==> config.mk <==
export PLATFORM = sky130hd
export DESIGN_NAME = e203_exu_fregfile_wbarb_flat
export DESIGN_NICKNAME = d
export VERILOG_FILES = /design/src/rtl/e203_exu_fregfile_wbarb_if.sv /design/src/rtl/e203_exu_fregfile_wbarb.sv /design/src/flat_wrapper.sv
export SDC_FILE = /design/constraint.sdc
export NUM_CORES = 1
export LEC_CHECK = 0
export CAP_MARGIN = 20
export CORE_MARGIN = 3
export CORE_UTILIZATION = 25
export CTS_CLUSTER_SIZE = 25
export DETAILED_ROUTE_END_ITERATION = 10
export GPL_TIMING_DRIVEN = 0
export SYNTH_ARGS = -nofsm -noshare
export SYNTH_HDL_FRONTEND = slang
export SYNTH_SLANG_ARGS = --single-unit
==> constraint.sdc <==
create_clock -name clk -period 2.95 [get_ports clk]
set_input_delay 0.59 -clock clk [delete_from_list [all_inputs] [get_ports clk]]
set_output_delay 0.59 -clock clk [all_outputs]
set_load 0.05 [all_outputs]
==> src/rtl/e203_exu_fregfile_wbarb_if.sv <==
// Writeback bus between the FP writeback requesters, the arbiter and the
// FP regfile write port. The three requesters are packed side by side:
// requester i sits at [i*RFIDX_W +: RFIDX_W] in req_idx and [i*DW +: DW] in req_dat.
interface e203_exu_fregfile_wbarb_if #(
  parameter int RFIDX_W = 5,
  parameter int DW      = 32
);

  logic [2:0]           req_valid;
  logic [2:0]           req_ready;
  logic [3*RFIDX_W-1:0] req_idx;
  logic [3*DW-1:0]      req_dat;

  logic                 wbck_dest_wen;
  logic [RFIDX_W-1:0]   wbck_dest_idx;
  logic [DW-1:0]        wbck_dest_dat;

  // Writeback sources and the regfile side
  modport master (
    output req_valid,
    output req_idx,
    output req_dat,
    input  req_ready,
    input  wbck_dest_wen,
    input  wbck_dest_idx,
    input  wbck_dest_dat
  );

  // The arbiter
  modport slave (
    input  req_valid,
    input  req_idx,
    input  req_dat,
    output req_ready,
    output wbck_dest_wen,
    output wbck_dest_idx,
    output wbck_dest_dat
  );

endinterface

==> src/rtl/e203_exu_fregfile_wbarb.sv <==
// FP regfile write-port arbiter and pending-destination scoreboard.
// Three writeback requesters (0=FPU pipe, 1=LSU FP load, 2=int->FP move)
// share a single registered write port. The scoreboard tracks FP
// destinations allocated at dispatch and flags RAW/WAW hazards.
// Optional feature macro: E203_FWBARB_RR_EN selects round-robin
// arbitration; when undefined the arbiter is fixed priority 0 > 1 > 2
// and requester 2 can starve.
module e203_exu_fregfile_wbarb #(
  parameter int RFIDX_W = 5,
  parameter int DW      = 32
) (
  input  logic                 clk,
  input  logic                 rst,

  e203_exu_fregfile_wbarb_if.slave bus,

  input  logic                 issue_valid,
  input  logic [RFIDX_W-1:0]   issue_idx,
  output logic                 issue_ready,

  input  logic [RFIDX_W-1:0]   chk_idx1,
  input  logic [RFIDX_W-1:0]   chk_idx2,
  input  logic [RFIDX_W-1:0]   chk_idx3,
  output logic                 dep_src1,
  output logic                 dep_src2,
  output logic                 dep_src3
);

  localparam int NREG = 1 << RFIDX_W;

  logic [2:0]         grant;
  logic [RFIDX_W-1:0] sel_idx;
  logic [DW-1:0]      sel_dat;

  logic               wen_r;
  logic [RFIDX_W-1:0] idx_r;
  logic [DW-1:0]      dat_r;
  logic               wbck_wen;

  logic [NREG-1:0]    pend;
  logic [NREG-1:0]    pend_nxt;
  logic               issue_fire;

`ifdef E203_FWBARB_RR_EN
  // rr_ptr names the requester searched first; it only ever holds 0..2
  logic [1:0] rr_ptr;
  logic [1:0] rr_ptr_nxt;

  // Round-robin grant starting the search at rr_ptr; nothing is granted in reset
  always_comb begin
    grant = 3'b000;
    case (rr_ptr)
      2'd1: begin
        if (bus.req_valid[1])      grant = 3'b010;
        else if (bus.req_valid[2]) grant = 3'b100;
        else if (bus.req_valid[0]) grant = 3'b001;
      end
      2'd2: begin
        if (bus.req_valid[2])      grant = 3'b100;
        else if (bus.req_valid[0]) grant = 3'b001;
        else if (bus.req_valid[1]) grant = 3'b010;
      end
      default: begin
        if (bus.req_valid[0])      grant = 3'b001;
        else if (bus.req_valid[1]) grant = 3'b010;
        else if (bus.req_valid[2]) grant = 3'b100;
      end
    endcase
    if (rst) grant = 3'b000;
  end

  // Pointer moves just past the requester that won, wrapping 2 -> 0
  always_comb begin
    rr_ptr_nxt = rr_ptr;
    if (grant[0])      rr_ptr_nxt = 2'd1;
    else if (grant[1]) rr_ptr_nxt = 2'd2;
    else if (grant[2]) rr_ptr_nxt = 2'd0;
  end

  // Round-robin pointer register
  always_ff @(posedge clk) begin
    if (rst) rr_ptr <= 2'd0;
    else     rr_ptr <= rr_ptr_nxt;
  end
`else
  // Fixed priority grant 0 > 1 > 2; nothing is granted in reset
  always_comb begin
    grant = 3'b000;
    if (bus.req_valid[0])      grant = 3'b001;
    else if (bus.req_valid[1]) grant = 3'b010;
    else if (bus.req_valid[2]) grant = 3'b100;
    if (rst) grant = 3'b000;
  end
`endif

  // The output stage never stalls, so a grant is the ready
  assign bus.req_ready = grant;

  // Select index and data of the granted requester (grant is one-hot)
  always_comb begin
    sel_idx = '0;
    sel_dat = '0;
    for (int i = 0; i < 3; i++) begin
      if (grant[i]) begin
        sel_idx = bus.req_idx[i*RFIDX_W +: RFIDX_W];
        sel_dat = bus.req_dat[i*DW +: DW];
      end
    end
  end

  // Registered write port; idx/dat hold their value on idle cycles
  always_ff @(posedge clk) begin
    if (rst) begin
      wen_r <= 1'b0;
      idx_r <= '0;
      dat_r <= '0;
    end else begin
      wen_r <= |grant;
      if (|grant) begin
        idx_r <= sel_idx;
        dat_r <= sel_dat;
      end
    end
  end

  // A write already in the output register is dropped while reset is high
  assign wbck_wen          = wen_r & ~rst;
  assign bus.wbck_dest_wen = wbck_wen;
  assign bus.wbck_dest_idx = idx_r;
  assign bus.wbck_dest_dat = dat_r;

  // Allocation is refused while the destination is still pending (WAW)
  assign issue_ready = ~pend[issue_idx];
  assign issue_fire  = issue_valid & issue_ready;

  // Clear on regfile write, then set on allocation so a same-cycle set wins
  always_comb begin
    pend_nxt = pend;
    if (wbck_wen)   pend_nxt[idx_r]     = 1'b0;
    if (issue_fire) pend_nxt[issue_idx] = 1'b1;
  end

  // Pending-destination register
  always_ff @(posedge clk) begin
    if (rst) pend <= '0;
    else     pend <= pend_nxt;
  end

  // RAW hazard lookup for the three sources in dispatch
  assign dep_src1 = pend[chk_idx1];
  assign dep_src2 = pend[chk_idx2];
  assign dep_src3 = pend[chk_idx3];

endmodule

==> src/flat_wrapper.sv <==
// flat-port wrapper written by rule: the top's interface ports become plain ports
module e203_exu_fregfile_wbarb_flat 
#(
  parameter int RFIDX_W = 5,
  parameter int DW      = 32
)
  (clk, rst, issue_valid, issue_idx, issue_ready, chk_idx1, chk_idx2, chk_idx3, dep_src1, dep_src2, dep_src3, bus_req_valid, bus_req_idx, bus_req_dat, bus_req_ready, bus_wbck_dest_wen, bus_wbck_dest_idx, bus_wbck_dest_dat);
  e203_exu_fregfile_wbarb_if #(.RFIDX_W(RFIDX_W), .DW(DW)) bus_i ();
  input  logic clk;
  input  logic rst;
  input  logic issue_valid;
  input  logic [RFIDX_W-1:0] issue_idx;
  output logic issue_ready;
  input  logic [RFIDX_W-1:0] chk_idx1;
  input  logic [RFIDX_W-1:0] chk_idx2;
  input  logic [RFIDX_W-1:0] chk_idx3;
  output logic dep_src1;
  output logic dep_src2;
  output logic dep_src3;
  input wire logic [$bits(bus_i.req_valid)-1:0] bus_req_valid;
  input wire logic [$bits(bus_i.req_idx)-1:0] bus_req_idx;
  input wire logic [$bits(bus_i.req_dat)-1:0] bus_req_dat;
  output wire logic [$bits(bus_i.req_ready)-1:0] bus_req_ready;
  output wire logic [$bits(bus_i.wbck_dest_wen)-1:0] bus_wbck_dest_wen;
  output wire logic [$bits(bus_i.wbck_dest_idx)-1:0] bus_wbck_dest_idx;
  output wire logic [$bits(bus_i.wbck_dest_dat)-1:0] bus_wbck_dest_dat;
  assign bus_i.req_valid = bus_req_valid;
  assign bus_i.req_idx = bus_req_idx;
  assign bus_i.req_dat = bus_req_dat;
  assign bus_req_ready = bus_i.req_ready;
  assign bus_wbck_dest_wen = bus_i.wbck_dest_wen;
  assign bus_wbck_dest_idx = bus_i.wbck_dest_idx;
  assign bus_wbck_dest_dat = bus_i.wbck_dest_dat;
  e203_exu_fregfile_wbarb #(.RFIDX_W(RFIDX_W), .DW(DW)) u_core (.clk(clk), .rst(rst), .bus(bus_i), .issue_valid(issue_valid), .issue_idx(issue_idx), .issue_ready(issue_ready), .chk_idx1(chk_idx1), .chk_idx2(chk_idx2), .chk_idx3(chk_idx3), .dep_src1(dep_src1), .dep_src2(dep_src2), .dep_src3(dep_src3));
endmodule
# == Word level (Yosys, flattened, before mapping) ==
# Cells that the tools add are included.
# word_totals
in_bits,137
regBits,70
out_inout_bits,45
# classes
mux,24
n_bitwise,7
order_cmp,7
reduce_logical,3
# op_table
cell,n
two-way mux 32 bit,5
bitwise AND 32 bit,1
NOT 32 bit,1
bitwise OR 32 bit,1
less-than comparator 5 x 6 -> 1 bit (second input constant),5
binary-select mux 1 bit (select 5 bit),4
two-way mux 5 bit,3
two-way mux 3 bit,4
demux 1 bit (select 5 bit),2
>= comparator 5 x 1 -> 1 bit (second input constant),2
two-way mux 1 bit,6
OR reduction 3 bit,1
bitwise AND 1 bit,2
logical AND 1 bit,2
NOT 1 bit,2

# == Logic depth before layout (Yosys ltp) ==
# depth
ltp_word,9
ltp_mapped,6
depth_no_buf,4

# == Worst setup path after synthesis ==
# Ideal clock, no wire load.
# synth_timing
path_kind,input to output
startpoint,input issue_idx[0]
endpoint,output issue_ready
t_required_ns,2.360
cell_stages,6
n_path_buf,2
path_slack_ns,-0.701
arrival_ns,3.061
path_cell_list,buf_6 -> buf_8 -> mux4_2 -> o22ai_1 -> nor3_1 -> nor4_1
# synth_between
elab_chain_cells,3
# synth_lines
element,line_no,text
"start, declared",flat_wrapper.sv:12,input logic [RFIDX_W-1:0] issue_idx;
binary-select mux 1 bit (select 5 bit),e203_exu_fregfile_wbarb.sv:133,assign issue_ready = ~pend[issue_idx];
two-way mux 1 bit (not written as such),e203_exu_fregfile_wbarb.sv:133,
NOT 1 bit,e203_exu_fregfile_wbarb.sv:133,
"end, declared",flat_wrapper.sv:13,output logic issue_ready;
# Every way passes these cells. The select of a mux whose other input is x is not followed.

# == Worst setup path in the final report ==
# layout_timing
startpoint,input chk_idx3[0]
endpoint,output dep_src3
# layout_between
elab_chain_cells,2
# layout_lines
element,line_no,text
"start, declared",flat_wrapper.sv:16,input logic [RFIDX_W-1:0] chk_idx3;
binary-select mux 1 bit (select 5 bit),e203_exu_fregfile_wbarb.sv:152,assign dep_src3 = pend[chk_idx3];
two-way mux 1 bit (not written as such),e203_exu_fregfile_wbarb.sv:152,
"end, declared",flat_wrapper.sv:19,output logic dep_src3;
# Every way passes these cells. The select of a mux whose other input is x is not followed.

==> results_dict.tcl <==
set metrics [dict create \
    syn_inst 500 \
    worst_ep_required_time_ns 2.36 \
    wire_per_inst_um 19.9 \
    rsz0062_at_grt "false" \
    vdd_ir_drop_max_mv 0.309 \
    numClockSinks 70 \
    drtIter0Drc 354 \
    syn_area_um2 4350 \
    p_sw_uw 808 \
    stdcell_area_um2 6750 \
    ys_ff_latch 70 \
    cts_tree "built" \
    cts_buffers 9 \
    dr_total_vias 4918 \
    htree_levels 3 \
    end_kind "output port" \
    p_leak_nw 2.35 \
    tightest_slew_ns 0.887 \
    p_int_mw 2.08 \
    slowest_stage "mux4_2" \
    die-height_um 138 \
    drv_slew 0 \
    synth_top_area_share_pct 32.2 \
    overflow 0 \
    placed_area_um2 6410 \
    initial_utilization_pct 25.9 \
    fin_crit_ns 2.86 \
    synth_top_area_cell "dfxtp_1" \
    place_hpwl_um 14600 \
    crit_family "multiplexers" \
    clk_pin_slew_ns 0.05 \
    stdcell_count 911 \
    nNetsFinal 823 \
    grt_first_pass_wirelength_um 27700 \
    synth.distinct_cells 43 \
    grt_max_degree 20 \
    finalSetupViolCount 0 \
    firstDrtPassIters 6 \
    path_max_fanout 6 \
    yosysMostFrequentCell "dfxtp_1" \
    track_usage_pct 19.1 \
    grt_pass1_vias 5051 \
    drive_gt1_share_pct 9.42 \
    p_total_mw 2.89 \
    r2r_setup_slack_ns 1.29 \
    yosys-top-cells-count "70 x dfxtp_1, 54 x nand2_1, 40 x mux2i_1" \
    cts-root-buf "clkbuf_16" \
    status "completed" \
    synth_edf_count 0 \
    die_area_um2 19000 \
    antenna_found_initial 1 \
    port-buffer-count 177 \
    wl_um 18100 \
    syn_area_per_cell_um2 8.71 \
    critical-path-max-stage-delay_ns 0.53 \
    core_area_um2 16800 \
    viasPerCell 5.40 \
    synth_flop_cell "dfxtp_1" \
    num_io_pins 182 \
    gp_congestion 0.886 \
    cp.arrival_ns 2.27 \
    worst-setup-path-type "in2out" \
    seq_area_frac_synth_pct 32.2 \
    syn_to_final_growth_pct 55.0 \
    worstSetupEndpoint "dep_src3" \
    maxSlewHeadroom_pct 40.0 \
    clock_skew_ns 0.00881 \
    antenna_left 0 \
    die_w_um 138 \
    max_cap_viol_count 0 \
    worst-r2r-cell-count 3 \
    dp_cells 897 \
    share_seq_of_total_power_pct 35.2 \
    cts_hold_buf 0 \
    clockPowerShare_pct 40.3 \
    fmax_ghz 0.349 \
    clockBufferDepth 2 \
    synth_area_leaders "dfxtp_1 32%, mux2i_1 9.2%, a222oi_1 6.0%, mux4_2 5.7%, nand2_1 4.7%" \
    row_count 47 \
    r2r-end "u_core.pend[2]$_SDFF_PP0_" \
    swShare_pct 27.9 \
    synth-warning-count 0 \
    worstSetupStartpoint "chk_idx3[0]" \
    hold_violations 0 \
    clk_latency_ns 0.33 \
    cp.depth 6 \
    synthesis.nets 637 \
    p_comb_share_pct 24.5 \
    crit_chain "clkdlybuf4s15_2 -> mux4_2 -> mux2_2 -> nand3_1 -> nand4_1 -> clkdlybuf4s15_2" \
    path_common_cell "clkdlybuf4s15_2" \
    hold_path.class "reg2reg" \
    startpoint_type "input pin" \
    async_reset_ff_share_pct 0 \
    finalCritPeriodShare_pct 97.0 \
    r2r-start "u_core.pend[2]$_SDFF_PP0_" \
    power.density_nw_per_um2 428 \
    crit_buf_inv 2 \
    drcViolationCount 0 \
]
metrics by stage:
step | setup TNS, ns | hold WS [ns] | utilization (%) | worst slack [ns]
after floorplan | 0 | 0.486 | - | 0.158
after global placement | -4.86 | 0.444 | 38.1 | -1.08
after detailed placement | -4.99 | 0.450 | 38.1 | -1.11
after CTS | 0 | 0.461 | 40.1 | 0.00190
after global routing | 0 | 0.483 | 40.1 | 0.0210
final | 0 | 0.460 | 40.1 | 0.0878
what timing repair did:
item | CTS | global route
gates resized for setup | 39 | 13
buffers inserted | 0 | 0
endpoints found under the setup margin | 8 | 4
worst min-delay path by stage:
stage                                              from                                       end  cells past startpoint
5_1_grt        u_core.bus.wbck_dest_dat[1]$_SDFFE_PP0P_  u_core.bus.wbck_dest_dat[1]$_SDFFE_PP0P_                      2
4_1_cts        u_core.bus.wbck_dest_dat[0]$_SDFFE_PP0P_  u_core.bus.wbck_dest_dat[0]$_SDFFE_PP0P_                      2
3_5_place_dp   u_core.bus.wbck_dest_dat[9]$_SDFFE_PP0P_  u_core.bus.wbck_dest_dat[9]$_SDFFE_PP0P_                      2
3_3_place_gp   u_core.bus.wbck_dest_dat[1]$_SDFFE_PP0P_  u_core.bus.wbck_dest_dat[1]$_SDFFE_PP0P_                      2
6_report       u_core.bus.wbck_dest_dat[0]$_SDFFE_PP0P_  u_core.bus.wbck_dest_dat[0]$_SDFFE_PP0P_                      2
2_1_floorplan                 u_core.pend[9]$_SDFF_PP0_                 u_core.pend[9]$_SDFF_PP0_                      2
state kept, by name (all words and copies together), names as in the netlist:
| register | count |
|---|---|
| u_core.bus.wbck_dest_idx | 5 |
| u_core.bus.wbck_dest_dat | 32 |
| u_core.pend | 32 |
| u_core.wen_r | 1 |
kinds of logic after synthesis:
| kind of cell | count (synthesis) | share of synthesized area [%] |
|---|---|---|
| AOI/OAI and AO/OA | 154 | 24.0 |
| buffers and inverters | 43 | 4.34 |
| DFF | 70 | 32.2 |
| muxes | 59 | 17.3 |
| and+or+nand+nor | 174 | 22.2 |
power by group through the flow:
| stage | Combinational (mW) | Sequential [mW] | Clock, mW |
|---|---|---|---|
| 6_report | 0.709 | 1.02 | 1.16 |
| 5_1_grt | 0.755 | 1.02 | 1.23 |
| 4_1_cts | 0.709 | 1.02 | 1.18 |
| 3_5_place_dp | 0.711 | 1.04 | 0 |
| 3_3_place_gp | 0.704 | 1.04 | 0 |
| 2_1_floorplan | 0.259 | 1.13 | 0 |
layout make-up:
type | count | area, um2
inverter | 1 | 3.75
timing repair buffer | 177 | 1760
multi-input combinational | 387 | 2790
sequential | 70 | 1400
antenna | 1 | 2.50
buffer | 40 | 196
clock buffer | 10 | 239
tap | 220 | 275
clock inverter | 5 | 82.6
fill | 1687 | 10100
routing by layer:
| layer | up-vias | share of wire [%] | track usage [%] | routed length, um |
|---|---|---|---|---|
| met5 | - | 0 | 0 | 0 |
| met3 | 25 | 8.4 | 4.64 | 1510 |
| met1 | 2353 | 40 | 23.5 | 7280 |
| met2 | 227 | 49 | 32.7 | 8910 |
| li1 | 2313 | - | - | - |
| met4 | 0 | 2.2 | 6.15 | 401 |
worst reg2reg max path, delay by kind of cell (launching register included):
| family | cells | cell delay (ns) |
|---|---|---|
| flip-flops | 1 | 0.39 |
| AO/OA/AOI/OAI | 1 | 0.19 |
| AND/OR/NAND/NOR | 1 | 0.50 |
| multiplexers | 1 | 0.50 |
cells in the final DEF, fill, tap and decap left out, types with 4 or more instances in the layout:
cell type	n
a211oi_1	14
a21oi_1	32
a221oi_1	11
a222oi_1	26
a22oi_1	9
a2bb2oi_1	11
buf_2	8
clkbuf_1	26
clkbuf_16	9
clkbuf_2	4
clkdlybuf4s15_2	5
clkdlybuf4s50_1	165
dfxtp_1	70
mux2_2	7
mux2i_1	40
mux4_2	11
nand2_1	54
nand2b_1	9
nand3_1	15
nand3b_1	21
nand4_1	4
nor2_1	19
nor2b_1	24
nor3b_1	4
o21ai_0	37
o21ai_1	12
Note: power is estimated with default switching activity, not from simulation.
